==> src/rtl/ddr_read_fetcher.sv <==
// Streams a DDR frame region into a small FIFO via a four-phase read handshake and serves pixels from it.
// Optional: define DDR_FETCH_UNDERFLOW_COUNT_EN to add a saturating underflow_count output.
module ddr_read_fetcher #(
  parameter logic [23:0] BASE_ADDR   = 24'h000000,
  parameter logic [23:0] FRAME_WORDS = 24'd307200,
  parameter int          FIFO_AW     = 4
) (
  input  logic               clk133_p,
  input  logic               rst,
  input  logic               frame_start,
  output logic               read,
  output logic [23:0]        readAddress,
  input  logic               readAcknowledge,
  input  logic [15:0]        readData,
  input  logic               pixel_req,
  output logic [15:0]        pixel_data,
  output logic               pixel_valid,
  output logic               underflow,
  output logic [FIFO_AW:0]   fifo_level
`ifdef DDR_FETCH_UNDERFLOW_COUNT_EN
  ,
  output logic [15:0]        underflow_count
`endif
);

  localparam int               DATA_W    = 16;
  localparam int               DEPTH     = 2 ** FIFO_AW;
  localparam logic [FIFO_AW:0] DEPTH_LVL = (FIFO_AW + 1)'(DEPTH);
  localparam logic [23:0]      LAST_ADDR = BASE_ADDR + FRAME_WORDS - 24'd1;

  typedef enum logic [1:0] {IDLE, REQ, RELEASE} state_t;

  state_t                state;
  logic                  discard;
  logic [DATA_W-1:0]     mem [DEPTH];
  logic [FIFO_AW-1:0]    wr_ptr;
  logic [FIFO_AW-1:0]    rd_ptr;
  logic                  push_p0;
  logic                  pop_p0;
  logic                  empty_req_p0;
  logic                  has_room;

  function automatic logic [23:0] next_addr(input logic [23:0] a);
    return (a == LAST_ADDR) ? BASE_ADDR : a + 24'd1;
  endfunction

  function automatic logic [15:0] sat_inc16(input logic [15:0] v);
    return (v == 16'hFFFF) ? v : v + 16'd1;
  endfunction

  always_comb begin
    has_room     = fifo_level < DEPTH_LVL;
    push_p0      = (state == REQ) && readAcknowledge && !discard && !frame_start;
    pop_p0       = pixel_req && (fifo_level != '0) && !frame_start;
    empty_req_p0 = pixel_req && (fifo_level == '0) && !frame_start;
  end

  // Handshake FSM: IDLE raises read, REQ waits for ack, RELEASE waits for ack to drop.
  always_ff @(posedge clk133_p or negedge rst) begin
    if (!rst) begin
      state       <= IDLE;
      read        <= 1'b0;
      readAddress <= BASE_ADDR;
      discard     <= 1'b0;
    end else begin
      case (state)
        IDLE: begin
          if (frame_start) readAddress <= BASE_ADDR;
          if (has_room && !readAcknowledge) begin
            read  <= 1'b1;
            state <= REQ;
          end
        end
        REQ: begin
          if (frame_start) discard <= 1'b1;
          if (readAcknowledge) begin
            read  <= 1'b0;
            state <= RELEASE;
          end
        end
        RELEASE: begin
          if (!readAcknowledge) begin
            readAddress <= (discard || frame_start) ? BASE_ADDR : next_addr(readAddress);
            discard     <= 1'b0;
            state       <= IDLE;
          end else if (frame_start) begin
            discard <= 1'b1;
          end
        end
        default: begin
          read  <= 1'b0;
          state <= IDLE;
        end
      endcase
    end
  end

  always_ff @(posedge clk133_p) begin
    if (push_p0) mem[wr_ptr] <= readData;
  end

  // FIFO control and pixel output stage; frame_start flushes and overrides any pixel_req.
  always_ff @(posedge clk133_p or negedge rst) begin
    if (!rst) begin
      wr_ptr      <= '0;
      rd_ptr      <= '0;
      fifo_level  <= '0;
      pixel_data  <= '0;
      pixel_valid <= 1'b0;
      underflow   <= 1'b0;
    end else if (frame_start) begin
      wr_ptr      <= '0;
      rd_ptr      <= '0;
      fifo_level  <= '0;
      pixel_valid <= 1'b0;
      underflow   <= 1'b0;
    end else begin
      if (push_p0) wr_ptr <= wr_ptr + 1'b1;
      if (pop_p0) begin
        rd_ptr     <= rd_ptr + 1'b1;
        pixel_data <= mem[rd_ptr];
      end
      pixel_valid <= pop_p0;
      if (empty_req_p0) underflow <= 1'b1;
      fifo_level  <= fifo_level + (FIFO_AW + 1)'(push_p0) - (FIFO_AW + 1)'(pop_p0);
    end
  end

`ifdef DDR_FETCH_UNDERFLOW_COUNT_EN
  always_ff @(posedge clk133_p or negedge rst) begin
    if (!rst)               underflow_count <= '0;
    else if (frame_start)   underflow_count <= '0;
    else if (empty_req_p0)  underflow_count <= sat_inc16(underflow_count);
  end
`else
  logic unused_sat;
  assign unused_sat = ^sat_inc16(16'h0);
`endif

endmodule
==> config.mk <==
export PLATFORM = sky130hd
export DESIGN_NAME = ddr_read_fetcher
export DESIGN_NICKNAME = d
export VERILOG_FILES = /design/src/rtl/ddr_read_fetcher.sv
export SDC_FILE = /design/constraint.sdc
export NUM_CORES = 1
export LEC_CHECK = 0
export BUFFER_PORTS_ARGS = -buffer_cell sky130_fd_sc_hd__buf_2
export CAP_MARGIN = 20
export CORE_MARGIN = 2
export CORE_UTILIZATION = 60
export CTS_CLUSTER_SIZE = 24
export DETAILED_ROUTE_END_ITERATION = 8
export GPL_ROUTABILITY_DRIVEN = 0
export PLACE_DENSITY = 0.78
export SLEW_MARGIN = 20
export SYNTH_ARGS = -nofsm -noshare
export SYNTH_HDL_FRONTEND = slang
export SYNTH_SLANG_ARGS = --single-unit
==> constraint.sdc <==
create_clock -name clk133_p -period 5.18 [get_ports clk133_p]
set_clock_uncertainty 0.05 [all_clocks]
set_input_delay 1.036 -clock clk133_p [delete_from_list [all_inputs] [get_ports clk133_p]]
set_output_delay 1.036 -clock clk133_p [all_outputs]
set_load 0.05 [all_outputs]
# [Yosys cells after proc, flatten, opt, wreduce, memory -nomap -nowiden]
# Memories as Yosys holds them, arrays and structs flattened. A register that Yosys moved wholly into a read port is not among the register bits.
# Cells that the tools add are included.
[classes] n_addsub=5 n_mul=0 div_mod_pow=0 order_cmp=1 n_eq_ne=7 shifts=0 n_mux=25 bitwise_logic=2 n_reduce_logical=25
[ops] op="$mux 24" count=4
[ops] op="$pmux 24 s2" count=1
[ops] op="$add 24x1->24 const B" count=1
[ops] op="$eq 24x19->1 const B" count=1
[ops] op="$mux 4" count=4
[ops] op="$reduce_bool 2->1" count=5
[ops] op="$mux 1" count=9
[ops] op="$reduce_and 3->1" count=3
[ops] op="$add 4x1->4 const B" count=2
[ops] op="$logic_and 1x1->1" count=8
[ops] op="$ne 2x2->1 const B" count=4
[ops] op="$mux 2" count=3
[ops] op="$pmux 2 s3" count=1
[ops] op="$add 5x1->5" count=1
[ops] op="$logic_not 5->1" count=1
[ops] op="$lt 5x5->1 const B" count=1
[ops] op="$mux 5" count=1
[ops] op="$reduce_bool 5->1" count=1
[ops] op="$sub 5x1->5" count=1
[ops] op="$logic_not 1->1" count=4
[ops] op="$pmux 1 s3" count=1
[ops] op="$eq 2x1->1 const B" count=1
[ops] op="$eq 2x2->1 const B" count=1
[ops] op="$logic_not 2->1" count=1
[ops] op="4 further kinds" count=5
[totals] register_bits=43 latchBits=0 mem_bits_rw=256 romBits=0 input_bits=21 output_inout_bits=48 word_cells=75 memories=1
[mem_list] memory="mem" words=16 width=16 read_ports=1 rd_clocked_by_memory_dff=1 write_ports=1 line_no="35" text="logic [DATA_W-1:0] mem [DEPTH];"

# [Longest topological paths before layout]
[logic_depth] word_depth=7 ltp_mapped=16 ltp_nobuf=16

# [Worst setup path before layout]
# No wires, ideal clock.
[synth_path] kind="input to register" from="input frame_start" to="register fifo_level[4]" setup_ns=0.136 t_arrival_ns=3.281 t_required_ns=4.994 setup_slack_ns=1.713 path_stages=13 n_path_buf=2 path_cell_list="clkbuf_1 -> nor3b_1 -> clkbuf_1 -> ha_1 -> inv_1 -> ha_1 -> inv_1 -> fa_1 -> inv_1 -> a21oi_1 -> nor2_1 -> or3_1 -> a21oi_1"
[synth_via] elab_chain_len=5 word_cells_on_any_way=6 classes_between="add/sub (2); mux (1); reduce/logical (3)"
[synth_lines] element="start, declared" line_no="10" text="input logic frame_start,"
[synth_lines] element="$logic_not 1->1" line_no="53, 54"
[synth_lines] element="$logic_and 1x1->1" line_no="53" text="push_p0 = (state == REQ) && readAcknowledge && !discard && !frame_start;"
[synth_lines] element="$add 5x1->5" line_no="125" text="fifo_level <= fifo_level + (FIFO_AW + 1)'(push_p0) - (FIFO_AW + 1)'(pop_p0);"
[synth_lines] element="$sub 5x1->5" line_no="125"
[synth_lines] element="$mux 5 (*)" line_no="111" text="end else if (frame_start) begin"
[synth_lines] element="end signal, assigned" line_no="125"
[synth_lines] element="end, declared" line_no="19" text="output logic [FIFO_AW:0] fifo_level"
# Mark *: on every way between the ends. The rest lies on a longest branch, timed or not.
# A chain may end at the register's enable or synchronous reset.

# [Final worst setup path]
[layout_path] from="register fifo_level[3]" to="register fifo_level[4]"
[layout_via] elab_chain_len=5 word_cells_on_any_way=6 classes_between="add/sub (2); mux (1); reduce/logical (3)"
[layout_lines] element="parallel branches: the longest is 3 deep, another holds $add 5x1->5"
[layout_lines] element="$sub 5x1->5 (*)" line_no="125"
[layout_lines] element="$mux 5 (*)" line_no="111"
# Every way passes the cells marked *.

==> results.md <==
Power and ir drop:
- The sequential fraction of design power is between 40% and 50%.
- The internal power of the cells totals 4.61 mW.
- Power comes to 6.57 mW.
- The analysis attributes to net switching a power of 1.96 mW.
- The switching part of the total power is 29.8%.
- The maximum resistive drop on vdd is 0.311 mV.
- The share of power burned in combinational logic is 22.6%.
- The static leakage is around 4.9 nW.
- The portion of total power attributed to the clock network is 31.6%.
- Dividing total power by cell area gives a power density of about 460 nW/um^2.

Run:
- The reported max-cap violation count is 0.

Yosys:
- In the post-synthesis netlist, the cell with the most instances is sky130_fd_sc_hd__edfxtp_1.
- The fraction of synthesis flops using an asynchronous set or reset pin is 18.7%.
- Sequential cells were found to cover a little over 70% of the synthesized design area.
- Sorting the synthesized cells by area gives the leading types as sky130_fd_sc_hd__edfxtp_1, sky130_fd_sc_hd__dfrtp_1, sky130_fd_sc_hd__mux4_2.
- Summed over its instances, the top area cell type makes up 60.7% of the synthesized netlist area.
- After synthesis, the netlist uses 50 different library cells.
- After technology mapping, the gate count stands at 716.
- The area of the mapped netlist is 12700 um^2.
- The number of synthesized register bits is 315.
- The most instantiated flip-flop cell in the synthesis netlist is sky130_fd_sc_hd__edfxtp_1.
- The cell type with the largest total area after synthesis is sky130_fd_sc_hd__edfxtp_1.
- The number of nets in the synthesized netlist is 754.
- For this run, the number of Yosys warnings is 0.
- The commonest cells after synthesis are sky130_fd_sc_hd__edfxtp_1, sky130_fd_sc_hd__mux4_2, sky130_fd_sc_hd__dfrtp_1, sky130_fd_sc_hd__nor2_1, sky130_fd_sc_hd__o22ai_1.
- Counting flops with a built-in enable in the synthesized netlist gives 256.
- The mean instance size in the synthesized netlist is 17.7 um^2.

Clock network:
- After clock tree synthesis, the flow added hold-fix buffers numbering 0.
- The clock sink count is 315.
- The clock tree from TritonCTS is built.
- The number of CTS-inserted buffers is 30.
- The clock latency of the later-clocked register in the worst-skew pair is 570 ps.
- The library cell used as clock root buffer is sky130_fd_sc_hd__clkbuf_16.
- In this run the number of H-tree levels came out at 1.
- The clock edge transition at the registers on the reported setup and hold paths is 70 ps.
- No sink is reached through more buffers than the 3 on the longest clock path.
- In this run the post-CTS setup repair buffer count came out at 0.
- The number of gates resized after CTS was 0.

Layout:
- For this run, the post-layout net count is 837.
- After routing the design area is 14400 um^2.
- Of the cells placed in the final design, the portion with a size suffix greater than 1 is a little under a third.
- The signed area change from the synthesized netlist to the final layout is 13.5%.
- The core utilization of the finished layout is just under 70%.

STA:
- After layout, the minimum clock period comes to 3330 ps.
- The number of max-slew violations in the final report is 0.
- Setup repair after global routing left no endpoint under its margin.
- Summed over all failing endpoints, the final setup total negative slack is 0 ps.
- The actual transition at the worst max-transition pin is roughly 1100 ps.
- The final count of negative-setup-slack endpoints is 0.
- The worst path uses 64.2% of the clock period.
- Static timing analysis puts the maximum clock frequency at 301 MHz.
- The tightest hold path in the finished design has a slack of 333 ps.
- The count of final hold-check violations is 0.
- The normalized max-slew margin is 24.7%.

Place:
- After detailed placement, the total cell area comes to 13300 um^2.
- After legalization and detailed placement, the total HPWL measured 16300 um.
- The total of buffers placed on input and output ports is 68.

Critical path:
- Grouping stages by cell kind, the critical path spends the most delay in simple AND/OR/NAND/NOR gates.
- The required time reported for the critical path endpoint is 5610 ps.
- The largest individual stage delay along the critical path comes from the cell sky130_fd_sc_hd__nor4b_1.
- The maximum fanout encountered on the critical timing path is 34.
- The type of destination of the critical path is a register.
- The number of buffers and inverters on the critical path is 5.
- The class of the most critical setup path is register to register.
- The worst setup path is launched from a register.
- For this run, the slowest stage of the critical path takes between 600 and 700 ps.
- The arrival time of data at the critical path endpoint is 3760 ps.
- The cell that appears most often on the critical path is sky130_fd_sc_hd__inv_1.
- The signal on the critical path passes through inv_1 -> ha_1 -> nor4b_1 -> nor3b_2 -> buf_4 -> ha_1 -> inv_1 -> ha_1 -> inv_1 -> fa_1 -> inv_1 -> a21oi_1 -> nor2_1 -> or3_1 -> a21oi_1.

Route:
- The DRC marker count from the first detailed-route iteration is around 700.
- The routed layout has 6967 vias.
- The post-detailed-route wirelength per cell is 24.1 um.
- The mean number of vias per cell is 6.34.
- The remaining routing DRC violations is 0.
- The detailed-route wire length is around 26000 um.
- The first detailed-routing pass ran for 7 iterations.
- Once detail routing completed, the nets flagged for antenna violations numbered 0.

Floorplan:
- The I/O pin count is 69.
- Measured along the x axis, the die boundary spans 149 um.
- The number of standard-cell rows in the floorplan is 53.
- Once the floorplan was initialized, standard cells occupied 60.6% of the core.
- The full die area is 22300 um^2.
- The placeable core region is 20900 um^2.
- The die is about 150 um tall.

Worst hold path:
- The class of the tightest hold or removal check is input port to async pin.

GRT:
- For this run, the total global-route usage over all layers was measured as roughly a quarter.
- Entering global routing, the biggest net connects 54 pins.
- Global routing finished with a remaining overflow of 0.
- The via count of the first global-routing pass is a little over 7k.
- The first-pass GRT wire length is between 40000 and 50000 um.
- The number of antenna violations at the first check in global routing is 2.

Outcome:
- The run finished with clean final reports.
power by group through the flow:
stage | Clock [mW] | Sequential (mW) | Combinational [mW]
6_report | 2.07 | 3.01 | 1.49
3_3_place_gp | 0 | 3.13 | 1.36
4_1_cts | 2.10 | 3.08 | 1.40
2_1_floorplan | 0 | 3.25 | 0.909
5_1_grt | 2.20 | 3.02 | 1.60
3_5_place_dp | 0 | 3.13 | 1.39
stage by stage:
step | setup slack (ps) | std cells
finish | 1850 | 1099
CTS | 1850 | 1094
global placement | 1610 | 1038
detailed placement | 1510 | 1038
global route | 1600 | 1099
floorplan | 1710 | 716
path summary, 6_finish.rpt:
kind / from / end / slack (ps) / cells after the start
worst min-delay path: rst / pixel_data[13] / 330 / 1
min in group clk133_p: underflow / underflow / 460 / 2
worst min register to register: underflow / underflow / 460 / 2
max in group asynchronous: rst / rd_ptr[0] / 3750 / 2
worst max register to register: fifo_level[3] / fifo_level[4] / 1850 / 15
worst max-delay path: fifo_level[3] / fifo_level[4] / 1850 / 15
cell type report:
cell class | count | area (um^2)
flip-flops and latches | 315 | 9170
fillers | 1295 | 6530
multi-input cells | 347 | 3330
clock buffers | 40 | 838
repair buffers | 84 | 492
well taps | 275 | 344
clock inverters | 16 | 111
inverters | 21 | 78.8
diodes | 1 | 2.50
kinds of logic (layout without fill, tap and decap cells):
kind of cell    Yosys count  after routing  synth area share [%]
fa+ha+maj                17             17                  1.74
compound gates           95             95                  4.34
xor+xnor                 16             16                  1.11
buf+inv                  54            161                  1.78
flops                   315            315                  72.4
simple gates            137            137                  5.68
other cells               0              1                     0
mux                      82             82                  13.0
cells in the final DEF (no fill, tap or decap), drive strengths merged, types with 4 or more instances in the layout:
cell      instances
a21oi            32
mux4             64
clkinvlp          5
nor4              4
clkinv           11
nor2             38
o21ai            19
clkbuf           40
mux2             17
or3               8
nand2            27
o22ai            34
edfxtp          256
nor3              7
inv              21
xor2             13
nand3            15
buf              84
nor3b             5
dfrtp            59
nand4            12
ha               16
sequential cells by signal, indices dropped and copies added (netlist names), 2 cells and up:
signal,cells
wr_ptr,4
mem,256
state,2
pixel_data,16
fifo_level,5
readAddress,24
rd_ptr,4
routing by layer:
layer,global-route usage [%],wire [um],vias to the layer above
li1,-,-,3015
met5,0,0,-
met4,7.43,646,0
met2,40.8,13500,293
met3,3.09,1650,46
met1,34.6,10600,3613
No activity file was read; power rests on OpenSTA's default activity.
